[config.mk]
export PLATFORM = sky130hd
export DESIGN_NAME = uart_rx
export DESIGN_NICKNAME = d
export VERILOG_FILES = /design/src/rtl/uart_pkg.sv /design/src/rtl/baud_tick_gen.sv /design/src/rtl/uart_rx.sv
export SDC_FILE = /design/constraint.sdc
export NUM_CORES = 1
export LEC_CHECK = 0
export BUFFER_PORTS_ARGS = -buffer_cell sky130_fd_sc_hd__buf_2
export CORE_MARGIN = 8
export CORE_UTILIZATION = 62
export CTS_CLUSTER_DIAMETER = 50
export DETAILED_ROUTE_END_ITERATION = 7
export GPL_ROUTABILITY_DRIVEN = 0
export PLACE_DENSITY = 0.83
export SYNTH_ARGS = -nofsm -noshare
export SYNTH_HDL_FRONTEND = slang
export SYNTH_HIERARCHICAL = 1
export SYNTH_SLANG_ARGS = --single-unit
[constraint.sdc]
create_clock -name clk -period 4.78 [get_ports clk]
set_input_delay 0.239 -clock clk [delete_from_list [all_inputs] [get_ports clk]]
set_output_delay 0.239 -clock clk [all_outputs]
set_load 0.01 [all_outputs]
[src/rtl/uart_pkg.sv]
// Shared UART definitions: receiver state encoding, oversampling ratio and
// the baud divider calculation used by both the receiver and transmitter.
package uart_pkg;

  localparam int OVERSAMPLE = 16;

  localparam logic [3:0] VOTE_FIRST = 4'd7;
  localparam logic [3:0] VOTE_MID   = 4'd8;
  localparam logic [3:0] VOTE_LAST  = 4'd9;

  typedef enum logic [2:0] {
    IDLE,
    START,
    DATA,
    STOP,
    BREAK
  } rx_state_t;

  function automatic int calc_div(input int clk_freq, input int baud);
    return clk_freq / (baud * OVERSAMPLE);
  endfunction

endpackage

[src/rtl/baud_tick_gen.sv]
// Oversampling tick generator: one tick every DIV clocks, phase-restartable so
// ticks line up with the detected start edge.
module baud_tick_gen #(
  parameter int DIV = 27
) (
  input  logic clk,
  input  logic RST,
  input  logic restart,
  output logic tick
);

  localparam int CNT_W = (DIV > 1) ? $clog2(DIV) : 1;
  localparam logic [CNT_W-1:0] CNT_LAST = CNT_W'(DIV - 1);
  // Ticks fire mid-count so each sample sits well clear of the restart point.
  localparam logic [CNT_W-1:0] TICK_AT  = CNT_W'(DIV / 2);

  logic [CNT_W-1:0] cnt_q, cnt_d;

  always_comb begin
    cnt_d = cnt_q + CNT_W'(1);
    if (restart || cnt_q == CNT_LAST) cnt_d = '0;
  end

  always_ff @(posedge clk) begin
    if (RST) cnt_q <= '0;
    else     cnt_q <= cnt_d;
  end

  assign tick = (cnt_q == TICK_AT);

endmodule

[src/rtl/uart_rx.sv]
// 8N1 UART receiver: 2-flop synchronizer, 16x tick-driven FSM with 3-sample
// majority vote, and a valid/ready holding register that reports drops.
module uart_rx
  import uart_pkg::*;
#(
  parameter int CLK_FREQ   = 50_000_000,
  parameter int BAUD       = 115200,
  parameter int OVERSAMPLE = 16
) (
  input  logic       clk,
  input  logic       RST,
  input  logic       uart_rx_line,
  output logic [7:0] rx_data,
  output logic       rx_valid,
  input  logic       rx_ready,
  output logic       frame_err,
  output logic       overrun,
  output logic       busy
);

  localparam int DIV = calc_div(CLK_FREQ, BAUD);
  localparam logic [3:0] TICK_LAST = 4'(OVERSAMPLE - 1);

  logic       sync1_q, sync1_d, sync2_q, sync2_d, prev_q, prev_d;
  logic       armed_q, armed_d;
  logic [1:0] flush_q, flush_d;
  rx_state_t  state_q, state_d;
  logic [3:0] tick_cnt_q, tick_cnt_d;
  logic [2:0] bit_idx_q, bit_idx_d;
  logic [7:0] shift_q, shift_d;
  logic [1:0] vote_q, vote_d;
  logic [7:0] rx_data_q, rx_data_d;
  logic       rx_valid_q, rx_valid_d;
  logic       frame_err_q, frame_err_d;
  logic       overrun_q, overrun_d;

  logic       tick, restart, decide, bit_val, deliver;

  baud_tick_gen #(.DIV(DIV)) u_tick (
    .clk     (clk),
    .RST     (RST),
    .restart (restart),
    .tick    (tick)
  );

  // Arming waits until the sync chain holds real line samples, so a line
  // held low across reset release never looks like a start edge.
  always_comb begin
    sync1_d = uart_rx_line;
    sync2_d = sync1_q;
    prev_d  = sync2_q;
    flush_d = (flush_q == 2'd2) ? flush_q : flush_q + 2'd1;
    armed_d = armed_q | ((flush_q == 2'd2) & sync2_q);
  end

  assign restart = (state_q == IDLE) && armed_q && prev_q && !sync2_q;
  assign decide  = tick && (tick_cnt_q == VOTE_LAST);
  assign bit_val = (vote_q[0] & vote_q[1]) | (vote_q[0] & sync2_q) | (vote_q[1] & sync2_q);

  always_comb begin
    state_d     = state_q;
    tick_cnt_d  = tick_cnt_q;
    bit_idx_d   = bit_idx_q;
    shift_d     = shift_q;
    vote_d      = vote_q;
    deliver     = 1'b0;
    frame_err_d = 1'b0;

    if (tick && state_q != IDLE && state_q != BREAK) begin
      tick_cnt_d = (tick_cnt_q == TICK_LAST) ? 4'd0 : tick_cnt_q + 4'd1;
      if (tick_cnt_q == VOTE_FIRST) vote_d[0] = sync2_q;
      if (tick_cnt_q == VOTE_MID)   vote_d[1] = sync2_q;
    end

    unique case (state_q)
      IDLE: begin
        if (restart) begin
          state_d    = START;
          tick_cnt_d = 4'd0;
        end
      end
      START: begin
        if (decide) begin
          bit_idx_d = 3'd0;
          state_d   = bit_val ? IDLE : DATA;
        end
      end
      DATA: begin
        if (decide) begin
          shift_d   = {bit_val, shift_q[7:1]};
          bit_idx_d = bit_idx_q + 3'd1;
          if (bit_idx_q == 3'd7) state_d = STOP;
        end
      end
      STOP: begin
        if (decide) begin
          if (bit_val) begin
            deliver = 1'b1;
            state_d = IDLE;
          end else begin
            frame_err_d = 1'b1;
            state_d     = BREAK;
          end
        end
      end
      BREAK: begin
        if (sync2_q) state_d = IDLE;
      end
      default: state_d = IDLE;
    endcase
  end

  // A delivery may overlap a transfer of the held byte; only a full,
  // unaccepted holding register drops the new byte.
  always_comb begin
    rx_data_d  = rx_data_q;
    rx_valid_d = rx_valid_q;
    overrun_d  = 1'b0;
    if (rx_valid_q && rx_ready) rx_valid_d = 1'b0;
    if (deliver) begin
      if (!rx_valid_q || rx_ready) begin
        rx_data_d  = shift_q;
        rx_valid_d = 1'b1;
      end else begin
        overrun_d = 1'b1;
      end
    end
  end

  always_ff @(posedge clk) begin
    if (RST) begin
      sync1_q     <= 1'b1;
      sync2_q     <= 1'b1;
      prev_q      <= 1'b1;
      armed_q     <= 1'b0;
      flush_q     <= 2'd0;
      state_q     <= IDLE;
      tick_cnt_q  <= 4'd0;
      bit_idx_q   <= 3'd0;
      shift_q     <= 8'h00;
      vote_q      <= 2'b00;
      rx_data_q   <= 8'h00;
      rx_valid_q  <= 1'b0;
      frame_err_q <= 1'b0;
      overrun_q   <= 1'b0;
    end else begin
      sync1_q     <= sync1_d;
      sync2_q     <= sync2_d;
      prev_q      <= prev_d;
      armed_q     <= armed_d;
      flush_q     <= flush_d;
      state_q     <= state_d;
      tick_cnt_q  <= tick_cnt_d;
      bit_idx_q   <= bit_idx_d;
      shift_q     <= shift_d;
      vote_q      <= vote_d;
      rx_data_q   <= rx_data_d;
      rx_valid_q  <= rx_valid_d;
      frame_err_q <= frame_err_d;
      overrun_q   <= overrun_d;
    end
  end

  assign rx_data   = rx_data_q;
  assign rx_valid  = rx_valid_q;
  assign frame_err = frame_err_q;
  assign overrun   = overrun_q;
  assign busy      = (state_q != IDLE);

endmodule

### Word level (Yosys, flattened, before mapping)

Index checks and enable logic that the tools add are counted.

| operators by class | value |
|---|---|
| $add $sub $neg | 4 |
| equal/unequal tests | 19 |
| mux-type cells | 24 |
| bitwise gates (word level) | 10 |
| reduce and logical (&&, ||, !) cells | 23 |

Operators with widths:

| kind | count |
|---|---|
| two-way mux 3 bit | 9 |
| two-way mux 4 bit | 4 |
| case mux 3 bit (5 select lines) | 1 |
| == test 4 bit (second input constant) | 3 |
| != test 2 bit (second input constant) | 5 |
| two-way mux 1 bit | 8 |
| AND reduction 2 bit | 4 |
| logical AND 1 bit | 7 |
| == test 3 x 2 -> 1 bit (second input constant) | 2 |
| == test 3 bit (second input constant) | 2 |
| case mux 3 bit (2 select lines) | 1 |
| AND reduction 6 bit | 1 |
| adder 5 x 1 -> 5 bit (second input constant) | 1 |
| == test 5 x 4 -> 1 bit (second input constant) | 1 |
| == test 5 bit (second input constant) | 1 |
| adder 4 x 1 -> 4 bit (second input constant) | 1 |
| bitwise AND 1 bit | 4 |
| == test 4 x 3 -> 1 bit (second input constant) | 1 |
| OR reduction 2 bit | 2 |
| adder 3 x 1 -> 3 bit (second input constant) | 1 |
| == test 3 x 1 -> 1 bit (second input constant) | 1 |
| zero test 3 bit | 1 |
| != test 3 bit (second input constant) | 1 |
| inverter 1 bit | 3 |
| other kinds (11) | 15 |

| storage, ports and cells | value |
|---|---|
| flip-flop bits (word level) | 42 |
| word-level logic and storage cells | 96 |

### Logic depth before layout (Yosys ltp)

Gate-level depths: netlist of the first run.

| depth | value |
|---|---|
| depth after elaboration | 8 |
| depth in mapped cells | 8 |

### Hierarchy

Netlist of the first run, hierarchy kept.

By module, submodules not included:

| module | times used | cells each | area each (um^2) | seq. area each (um^2) |
|---|---|---|---|---|
| uart_rx | 1 | 154 | 1572.8 | 740.7 |
| baud_tick_gen | 1 | 24 | 230.2 | 100.1 |

### Least setup slack after synthesis of the first run

OpenSTA, ideal clock, no wires.

| path | value |
|---|---|
| path kind | flip-flop to flip-flop |
| from | register u_tick.cnt_q[0] |
| to | register shift_q[0] |
| library setup time | 0.128 ns |
| data arrival time | 1.590 ns |
| required time | 4.652 ns |
| setup slack | 3.062 ns |
| stages on the path, launching flop included | 8 |
| period minus slack after synthesis | 1.718 ns |
| cell sequence | dfxtp_1 -> ha_1 -> and4b_2 -> and4b_4 -> and3_4 -> buf_8 -> mux2i_1 -> nor2_1 |

| on the way | value |
|---|---|
| word-level cells in the longest chain between the ends | 3 |

RTL lines:

| element | RTL line | RTL |
|---|---|---|
| from (decl) | baud_tick_gen.sv:17 | `logic [CNT_W-1:0] cnt_q, cnt_d;` |
| from (signal assigned) | baud_tick_gen.sv:26 | `else cnt_q <= cnt_d;` |
| == test 5 x 4 -> 1 bit | baud_tick_gen.sv:29 | `assign tick = (cnt_q == TICK_AT);` |
| named net tick | uart_rx.sv:37 | `logic tick, restart, decide, bit_val, deliver;` |
| logical AND 1 bit | uart_rx.sv:57 | `assign decide = tick && (tick_cnt_q == VOTE_LAST);` |
| AND reduction 2 bit (no line) | n/a |  |
| to (signal assigned) | uart_rx.sv:155 | `shift_q <= shift_d;` |
| to (decl) | uart_rx.sv:30 | `logic [7:0] shift_q, shift_d;` |

The timed path passes the listed nets, and every way through them passes these cells.
A chain may end at the register's enable or synchronous reset.

### Worst setup path in the final report of the first run

| path | value |
|---|---|
| from | register u_tick.cnt_q[0] |
| to | register shift_q[5] |

The elaborated chain is that of the path after synthesis.

==> metrics.yaml, run 1 <==
status:
  status: "complete, no violations"
power:
  ir_drop_uv: 359
  power.density_nw_per_um2: 342
  p_leak_nw: 0.849
routing:
  ant_nets: 0
  drt_iter0_markers: 102
  wirelength_um: 3200
  drc: 0
  drt-pass1-iter-count: 4
  vias_per_cell: 5.64
  num_vias: 1269
  routedWlPerCell_um: 14.2
synthesis:
  ys_ff_latch: 42
  netlist_area_um2: 1800
  synth_enable_flop_cells: 0
  ys_types: 42
  synthArstFlopShare_pct: 0
  synthCells: 178
  synthesis.nets: 191
  ys.flop_type: "dfxtp_1"
  ys_seq_area_share_pct: 46.6
  synth.avg_cell_area_um2: 10.1
  yosysWarnings: 6
clocking:
  root_buffer: "clkbuf_4"
  insertion_delay_ns: 0.35
  cts_tree: "done"
  clk_pin_slew_ns: 0.12
  h-tree-depth: 2
  cts_buffer_depth: 2
  cts_setup_buffers: 0
  numClockSinks: 42
  ctsResizeCount: 0
  cts_buffers: 5
  holdBufCountCts: 0
min_path:
  hold_path_depth: 2
  hp-class: "input port to flop"
  hp-start: "uart_rx_line"
  holdPathEnd: "sync1_q"
die:
  die-area_um2: 4890
  die_x_um: 69.9
  boundaryPins: 16
  die_y_um: 69.9
  num_rows: 19
  core_area_um2: 2760
  start_util_pct: 65.4
sta:
  period_share_pct: 38.6
  max-slew-margin-rel_pct: 61.4
  tightest_slew_ns: 0.578
  setup_violations: 0
  max_clock_freq_ghz: 0.541
  final_max_slew_viol_count: 0
  min_period_ns: 1.85
  rsz0062_at_grt: "false"
  setup_tns_ns: 0
  hold_violations: 0
  fin_skew_ns: 0.0180
critical_path:
  end_kind: "flop"
  cp_data_arrival_time_ns: 2.08
  startpoint_type: "flop"
  slowest_delay_ns: 0.41
  critical_path_class: "flop to flop"
  cp_slowest_cell: "dfxtp_1"
  rr_startpoint: "u_tick/cnt_q[0]"
  cp_cell_sequence: "ha_1 -> and4b_2 -> and4b_4 -> and3_4 -> mux2i_1 -> nor2_1"
  cp_max_fo: 11
  r2r_slack_ns: 2.93
  required_ns: 5.01
  timing.rr.end: "shift_q[5]"
  reg2reg_depth: 6
placement:
  dpl.hpwl_um: 2240
  placed_area_um2: 1870
  dp.cells: 217
  portBuffers: 15
layout:
  n_antenna_cell: 0
  syn_to_final_growth_pct: 7.98
  final_core_util_pct: 70.6
  stdcell_count: 225
  nFillCells: 212
  design_area_um2: 1950
  drive_gt1_share_pct: 17.5
  final_nets: 206
global_routing:
  grt_max_degree: 36
  overflow: 0
  grt.total_usage_pct: 13.7
  antenna_found_initial: 0
  grt_pass1_wl_um: 5600
  grt_pass1_vias: 1296
run:
  cap_violations: 0
[critical path, delay by kind of cell (launching register included)]
| family | cells | cell delay [ns] |
|---|---|---|
| and+or+nand+nor | 4 | 0.94 |
| DFF | 1 | 0.41 |
| adders and majority gates | 1 | 0.17 |
| muxes | 1 | 0.21 |
[synthesized netlist by cell type (2+ instances only)]
library cell / count / area share, %
nand4b_1: 3 / 1.5
xor2_1: 4 / 1.9
nor2_1: 39 / 8.1
or2_2: 3 / 1.0
a21oi_1: 7 / 1.9
inv_1: 4 / 0.83
nand3_1: 2 / 0.56
xnor2_1: 2 / 0.97
nor3_1: 2 / 0.56
nand2_1: 3 / 0.62
dfxtp_1: 42 / 47
a22oi_1: 2 / 0.83
ha_1: 9 / 6.2
o21ai_0: 2 / 0.56
mux2i_1: 22 / 12
clkbuf_1: 4 / 0.83
and3b_1: 2 / 0.97
or3_1: 2 / 0.69
[per-layer routing]
metal  part of all wire [%]  global-route usage (%)
met1                     45                    14.7
met2                     49                    24.2
met3                    3.7                    4.10
met4                    1.8                    5.80
met5                      0                       0
[flip-flops by register name, summed over array words and instances, names as in the netlist, 2 cells and up]
register and flops:
tick_cnt_q 4, flush_q 2, vote_q 2, shift_q 8
state_q 3, bit_idx_q 3, u_tick/cnt_q 5, rx_data 8
[placed cells by master, fill, tap and decap left out, types with 2 or more instances in the layout]
cell type / instances
nor2_1: 39
buf_2: 15
xor2_1: 4
or2_2: 3
ha_1: 9
or3_1: 2
nor3_1: 2
nand2_1: 3
a22oi_1: 2
mux2i_1: 22
nand4b_1: 3
a21oi_1: 7
inv_1: 4
o21ai_0: 2
dfxtp_1: 42
clkbuf_4: 5
nand3_1: 2
and3b_1: 2
xnor2_1: 2
[cell type report]
class | count | area [µm²] | share of cell area [%]
clock buffers | 6 | 41.3 | 2.12
clock inverters | 2 | 37.5 | 1.93
inverters | 5 | 18.8 | 0.964
multi-input cells | 124 | 895 | 46.0
flip-flops and latches | 42 | 841 | 43.2
well taps | 31 | 38.8 | 1.99
repair buffers | 15 | 75.1 | 3.86
[where the power goes]
group	switching, W	internal [W]
combinational	0.0000352	0.0000267
clock	0.000113	0.000110
sequential	0.0000146	0.000366
[how the worst max path moves through the flow]
stage,startpoint,endpoint,slack [ns],cells after the start
finish,u_tick/cnt_q[0],shift_q[5],2.93,6
global route,u_tick/cnt_q[0],shift_q[7],2.78,6
CTS,u_tick/cnt_q[0],shift_q[5],2.92,6
detailed placement,u_tick/cnt_q[0],shift_q[5],2.92,6
global placement,u_tick/cnt_q[0],shift_q[5],3.00,6
floorplan,u_tick/cnt_q[0],shift_q[0],3.06,7
[cell families after synthesis]
family / after synthesis / share of synthesized area, %
mux: 22 / 12.2
xor+xnor: 6 / 2.91
buf+inv: 12 / 3.75
simple gates: 70 / 21.2
compound gates: 16 / 6.38
flops: 42 / 46.6
fa+ha+maj: 10 / 6.87
[stage by stage]
| step | hold slack [ns] | total power, W | setup slack (ns) |
|---|---|---|---|
| 2_1_floorplan | 0.343 | 0.000435 | 3.06 |
| 3_3_place_gp | 0.394 | 0.000441 | 3.00 |
| 3_5_place_dp | 0.400 | 0.000449 | 2.92 |
| 4_1_cts | 0.0630 | 0.000671 | 2.92 |
| 5_1_grt | 0.0527 | 0.000692 | 2.78 |
| 6_report | 0.0759 | 0.000666 | 2.93 |
Note: power is estimated with default switching activity, not from simulation.
==> run 2, diff against run 1 <==
- ABC_AREA: not set -> 1
- CORE_UTILIZATION: 62 -> 52
- PLACE_DENSITY: 0.83 -> 0.74
- clock period: 4.78 -> 1.61 ns (I/O delays scaled with it)
==> metrics.yaml, run 2 <==
die:
  num_rows: 21
  start_util_pct: 55.0
  die_y_um: 75.9
  boundaryPins: 16
  core_area_um2: 3390
  die_x_um: 75.9
  die-area_um2: 5760
clocking:
  cts_setup_buffers: 0
  cts_buffer_depth: 2
  root_buffer: "clkbuf_4"
  numClockSinks: 42
  insertion_delay_ns: 0.35
  clk_pin_slew_ns: 0.11
  h-tree-depth: 2
  cts_tree: "done"
  cts_buffers: 5
synthesis:
  yosysTopAreaCell: "dfxtp_1"
  synth.avg_cell_area_um2: 7.55
  ys_types: 29
  netlist_area_um2: 1870
  netlist_top_cells_area: "dfxtp_1 (45%), nor2_1 (11%), nand2_1 (7.4%)"
  synthCells: 247
  synthTopCellsByCount: "nor2_1 (53), dfxtp_1 (42), nand2_1 (37), inv_1 (22), o21ai_0 (22)"
  yosysWarnings: 6
  synth_enable_flop_cells: 0
  ys.flop_type: "dfxtp_1"
  ys_ff_latch: 42
  yosysMostFrequentCell: "nor2_1"
  synthesis.nets: 260
  ys_seq_area_share_pct: 45.1
  synthArstFlopShare_pct: 0
  synth_top_area_share_pct: 45.1
routing:
  vias_per_cell: 4.82
  drc: 0
  num_vias: 1557
  drt_iter0_markers: 77
  drt-pass1-iter-count: 5
  wirelength_um: 3660
  ant_nets: 0
  routedWlPerCell_um: 11.3
sta:
  setup_violations: 0
  max-slew-margin-rel_pct: 79.4
  final_max_slew_viol_count: 0
  period_share_pct: 95.1
  setup_ws_ns: 0.0792
  fin_skew_ns: 0.00784
  min_period_ns: 1.53
  hold_violations: 0
  tightest_slew_ns: 0.308
  max_clock_freq_ghz: 0.653
global_routing:
  grt_max_degree: 23
  overflow: 0
  grt.total_usage_pct: 14.1
  grt_pass1_vias: 1433
  antenna_found_initial: 0
  grt_pass1_wl_um: 6110
layout:
  n_antenna_cell: 0
  syn_to_final_growth_pct: 17.8
  final_core_util_pct: 64.9
  design_area_um2: 2200
  nFillCells: 304
  final_nets: 289
  stdcell_count: 323
  final_cell_mix: "nor2_1 (52), dfxtp_1 (40), nand2_1 (33)"
  seqCellArea_um2: 843
  layout_commonest_cell: "nor2_1"
  multi_input_area_um2: 941
  drive_gt1_share_pct: 25.6
power:
  p_leak_nw: 1.03
  ir_drop_uv: 906
  total_power_w: 0.00229
  power.density_nw_per_um2: 1040
placement:
  dp.cells: 313
  placed_area_um2: 2040
  portBuffers: 15
  dpl_worst_slack_ns: 0.0459
  dpl.hpwl_um: 2530
critical_path:
  cp_max_fo: 4
  required_ns: 1.86
  startpoint_type: "flop"
  end_kind: "flop"
  critical_path_class: "flop to flop"
  cp_data_arrival_time_ns: 1.78
status:
  status: "complete, no violations"
min_path:
  hp-class: "input port to flop"
run:
  cap_violations: 0
run 2: changes by cell type after synthesis, sizes merged, moves of 4 or more:
cell / delta
mux2i: -22
inv: +23
o21ai: +22
nand3: +8
a21oi: +4
xor2: -4
nand2: +36
nor2: +21
run 2: final timing paths:
check | from | endpoint | slack, ns | depth (start not counted)
max | u_tick/cnt_q[1] | rx_data[1] | 0.08 | 10
min | RST | bit_idx_q[1] | 0.06 | 2
max reg2reg | u_tick/cnt_q[1] | rx_data[1] | 0.08 | 10
min reg2reg | sync1_q | prev_d | 0.44 | 1
run 2: critical path, stage by stage (launching register included):
cell and delay [ns]:
dfxtp_2 0.34, inv_2 0.06, ha_4 0.12, nand3_2 0.08
nor2_4 0.13, nand2_2 0.09, nor2_4 0.10, and2_4 0.18
nand3_2 0.12, o21ai_0 0.17, nor2_1 0.05
run 2: layout make-up:
type,count,area share [%]
inverters,29,5.18
clock inverters,1,1.37
clock buffers,7,2.05
multi-input cells,172,42.8
flip-flops and latches,42,38.4
well taps,46,2.62
repair buffers,26,7.63
run 2: power breakdown:
group,switching (W),internal [W]
registers,0.0000631,0.00110
clock network,0.000316,0.000329
logic,0.000294,0.000187
run 2: cell families (layout without fill, tap and decap cells):
family	after synthesis	in the layout	share of synthesized area (%)
AOI/OAI and AO/OA	37	37	10.5
xor gates and xnor gates	1	1	0.470
adders and majority gates	9	9	6.04
buffers and inverters	34	63	7.98
DFF	42	42	45.1
and+or+nand+nor	124	125	29.9
run 2: what timing repair did:
| item | 4_1_cts | 5_1_grt |
|---|---|---|
| endpoints found under the setup margin | 0 | 22 |
| hold buffers | 1 | 0 |
| endpoints found under the hold margin | 1 | 0 |
| gates resized for setup | 0 | 25 |
run 2: stage by stage:
stage	setup TNS (ns)	hold WS [ns]
6_report	0	0.0572
5_1_grt	-0.386	0.0384
4_1_cts	0	0.0465
3_5_place_dp	0	0.270
3_3_place_gp	0	0.275
2_1_floorplan	0	0.184
run 2: routing by layer:
| layer | wire, µm | vias up | track usage [%] | part of all wire [%] |
|---|---|---|---|---|
| li1 | - | 843 | - | - |
| met1 | 1810 | 677 | 17.3 | 49 |
| met2 | 1610 | 28 | 21.4 | 44 |
| met3 | 186 | 9 | 5.13 | 5.1 |
| met4 | 57 | 0 | 6.18 | 1.6 |
| met5 | 0 | - | 0 | 0 |
==> run 3, diff against run 2 <==
- BUFFER_PORTS_ARGS: -buffer_cell sky130_fd_sc_hd__buf_2 -> not set
- CORE_UTILIZATION: 52 -> 55
- DONT_BUFFER_PORTS: not set -> 1
- HOLD_SLACK_MARGIN: not set -> 0.06
- PLACE_DENSITY: 0.74 -> 0.73
==> metrics.yaml, run 3 (synthesized netlist as in run 2, its figures left out) <==
layout:
  nFillCells: 323
  drive_gt1_share_pct: 21.3
  stdcell_count: 309
  syn_to_final_growth_pct: 13.9
  n_antenna_cell: 0
  final_nets: 277
  layout_commonest_cell: "nor2_1"
  final_core_util_pct: 64.2
  final_cell_mix: "nor2_1 (52), dfxtp_1 (40), nand2_1 (34)"
critical_path:
  required_ns: 1.88
  critical_path_class: "flop to flop"
  cp_max_fo: 8
  cp_cell_sequence: "inv_2 -> ha_4 -> nand3_2 -> nor2_4 -> nand2_2 -> nor2_4 -> and2_4 -> nand3_4 -> clkinv_4 -> nor2_1 -> nor2_1"
  slowest_delay_ns: 0.34
  cp_data_arrival_time_ns: 1.80
  path_delay_family: "simple AND/OR/NAND/NOR gates"
  crit_path_start: "u_tick/cnt_q[1]"
  cp_num_buf_inv: 2
  end_kind: "flop"
  rr_startpoint: "u_tick/cnt_q[1]"
  startpoint_type: "flop"
  cp_slowest_cell: "dfxtp_2"
die:
  die_x_um: 74.2
  start_util_pct: 56.3
  die_y_um: 74.2
  core_area_um2: 3310
  boundaryPins: 16
  num_rows: 21
  die-area_um2: 5510
clocking:
  clk_pin_slew_ns: 0.11
  numClockSinks: 42
  cts_buffers: 5
  h-tree-depth: 2
  insertion_delay_ns: 0.35
  root_buffer: "clkbuf_4"
  cts_tree: "done"
  cts_buffer_depth: 2
sta:
  max_clock_freq_ghz: 0.654
  min_period_ns: 1.53
  fin_skew_ns: 0.0127
  setup_tns_ns: 0
  final_max_slew_viol_count: 0
  max-slew-margin-rel_pct: 67.1
  period_share_pct: 95.0
  setup_violations: 0
  tightest_slew_ns: 0.492
  hold_violations: 0
  whs_ns: 0.366
routing:
  drt-pass1-iter-count: 4
  wirelength_um: 3500
  drt_iter0_markers: 109
  ant_nets: 0
  num_vias: 1530
  routedWlPerCell_um: 11.3
  drc: 0
  vias_per_cell: 4.95
power:
  p_clk_share_pct: 23.1
  ir_drop_uv: 560
  p_switching_w: 0.000674
  p_leak_nw: 0.940
  p_sw_share_pct: 31.2
  comb_power_share_pct: 22.7
  p_int_w: 0.00148
  pwr-share-seq_pct: 54.1
  power.density_nw_per_um2: 1020
placement:
  dpl.hpwl_um: 2460
  dp.cells: 298
  portBuffers: 0
global_routing:
  grt_max_degree: 20
  grt_pass1_vias: 1293
  grt.total_usage_pct: 12.6
  grt_pass1_wl_um: 5460
  antenna_found_initial: 0
  overflow: 0
status:
  status: "complete, no violations"
min_path:
  hp-class: "input port to flop"
  hp-start: "uart_rx_line"
run:
  cap_violations: 0
## run 3: cell types whose count changed in the layout (fill, tap and decap cells not counted), sizes merged
| cell | before | now |
|---|---|---|
| clkbuf | 7 | 6 |
| buf | 25 | 11 |
| bufinv | 1 | 0 |
| dlygate4sd3 | 1 | 3 |
## run 3: power groups by stage
stage | logic (W) | clock network, W | registers (W)
after floorplan | 0.000355 | 0 | 0.00118
after detailed placement | 0.000425 | 0 | 0.00119
after global routing | 0.000556 | 0.000559 | 0.00118
after CTS | 0.000439 | 0.000518 | 0.00116
after global placement | 0.000417 | 0 | 0.00118
final | 0.000491 | 0.000499 | 0.00117
## run 3: stage by stage
stage	setup WS [ns]	cell area, µm²	power [W]
after floorplan	0.0835	1870	0.00153
after global placement	0.140	1960	0.00160
after detailed placement	0.0655	1960	0.00161
after CTS	0.0327	2040	0.00212
after global routing	-0.0116	2120	0.00229
final	0.0802	2120	0.00216
## run 3: final timing paths
kind	endpoint	slack, ns	depth (start not counted)
worst max-delay path	rx_data[4]	0.08	11
worst min-delay path	sync1_q	0.37	2
worst max register to register	rx_data[4]	0.08	11
worst min register to register	prev_d	0.43	1
## run 3: final cells by class
cell class	instances	area, µm²	share of cell area (%)
flip-flops and latches	42	843	39.7
repair buffers	14	113	5.30
well taps	46	57.6	2.71
inverters	29	114	5.36
clock buffers	6	51.3	2.41
multi-input cells	172	946	44.5
## run 3: what timing repair did
action | in CTS | in global routing
gates resized for setup | 0 | 22
setup endpoints to repair | 0 | 18
hold buffers | 3 | 0
hold endpoints to repair | 19 | 0
setup buffers | 0 | 1
## run 3: metal layers
metal	wire length [µm]	GRT usage (%)	up-vias
met5	0	0	-
met3	126	3.23	5
met2	1710	21.5	16
met1	1610	14.7	688
met4	57	5.00	0
li1	-	-	821
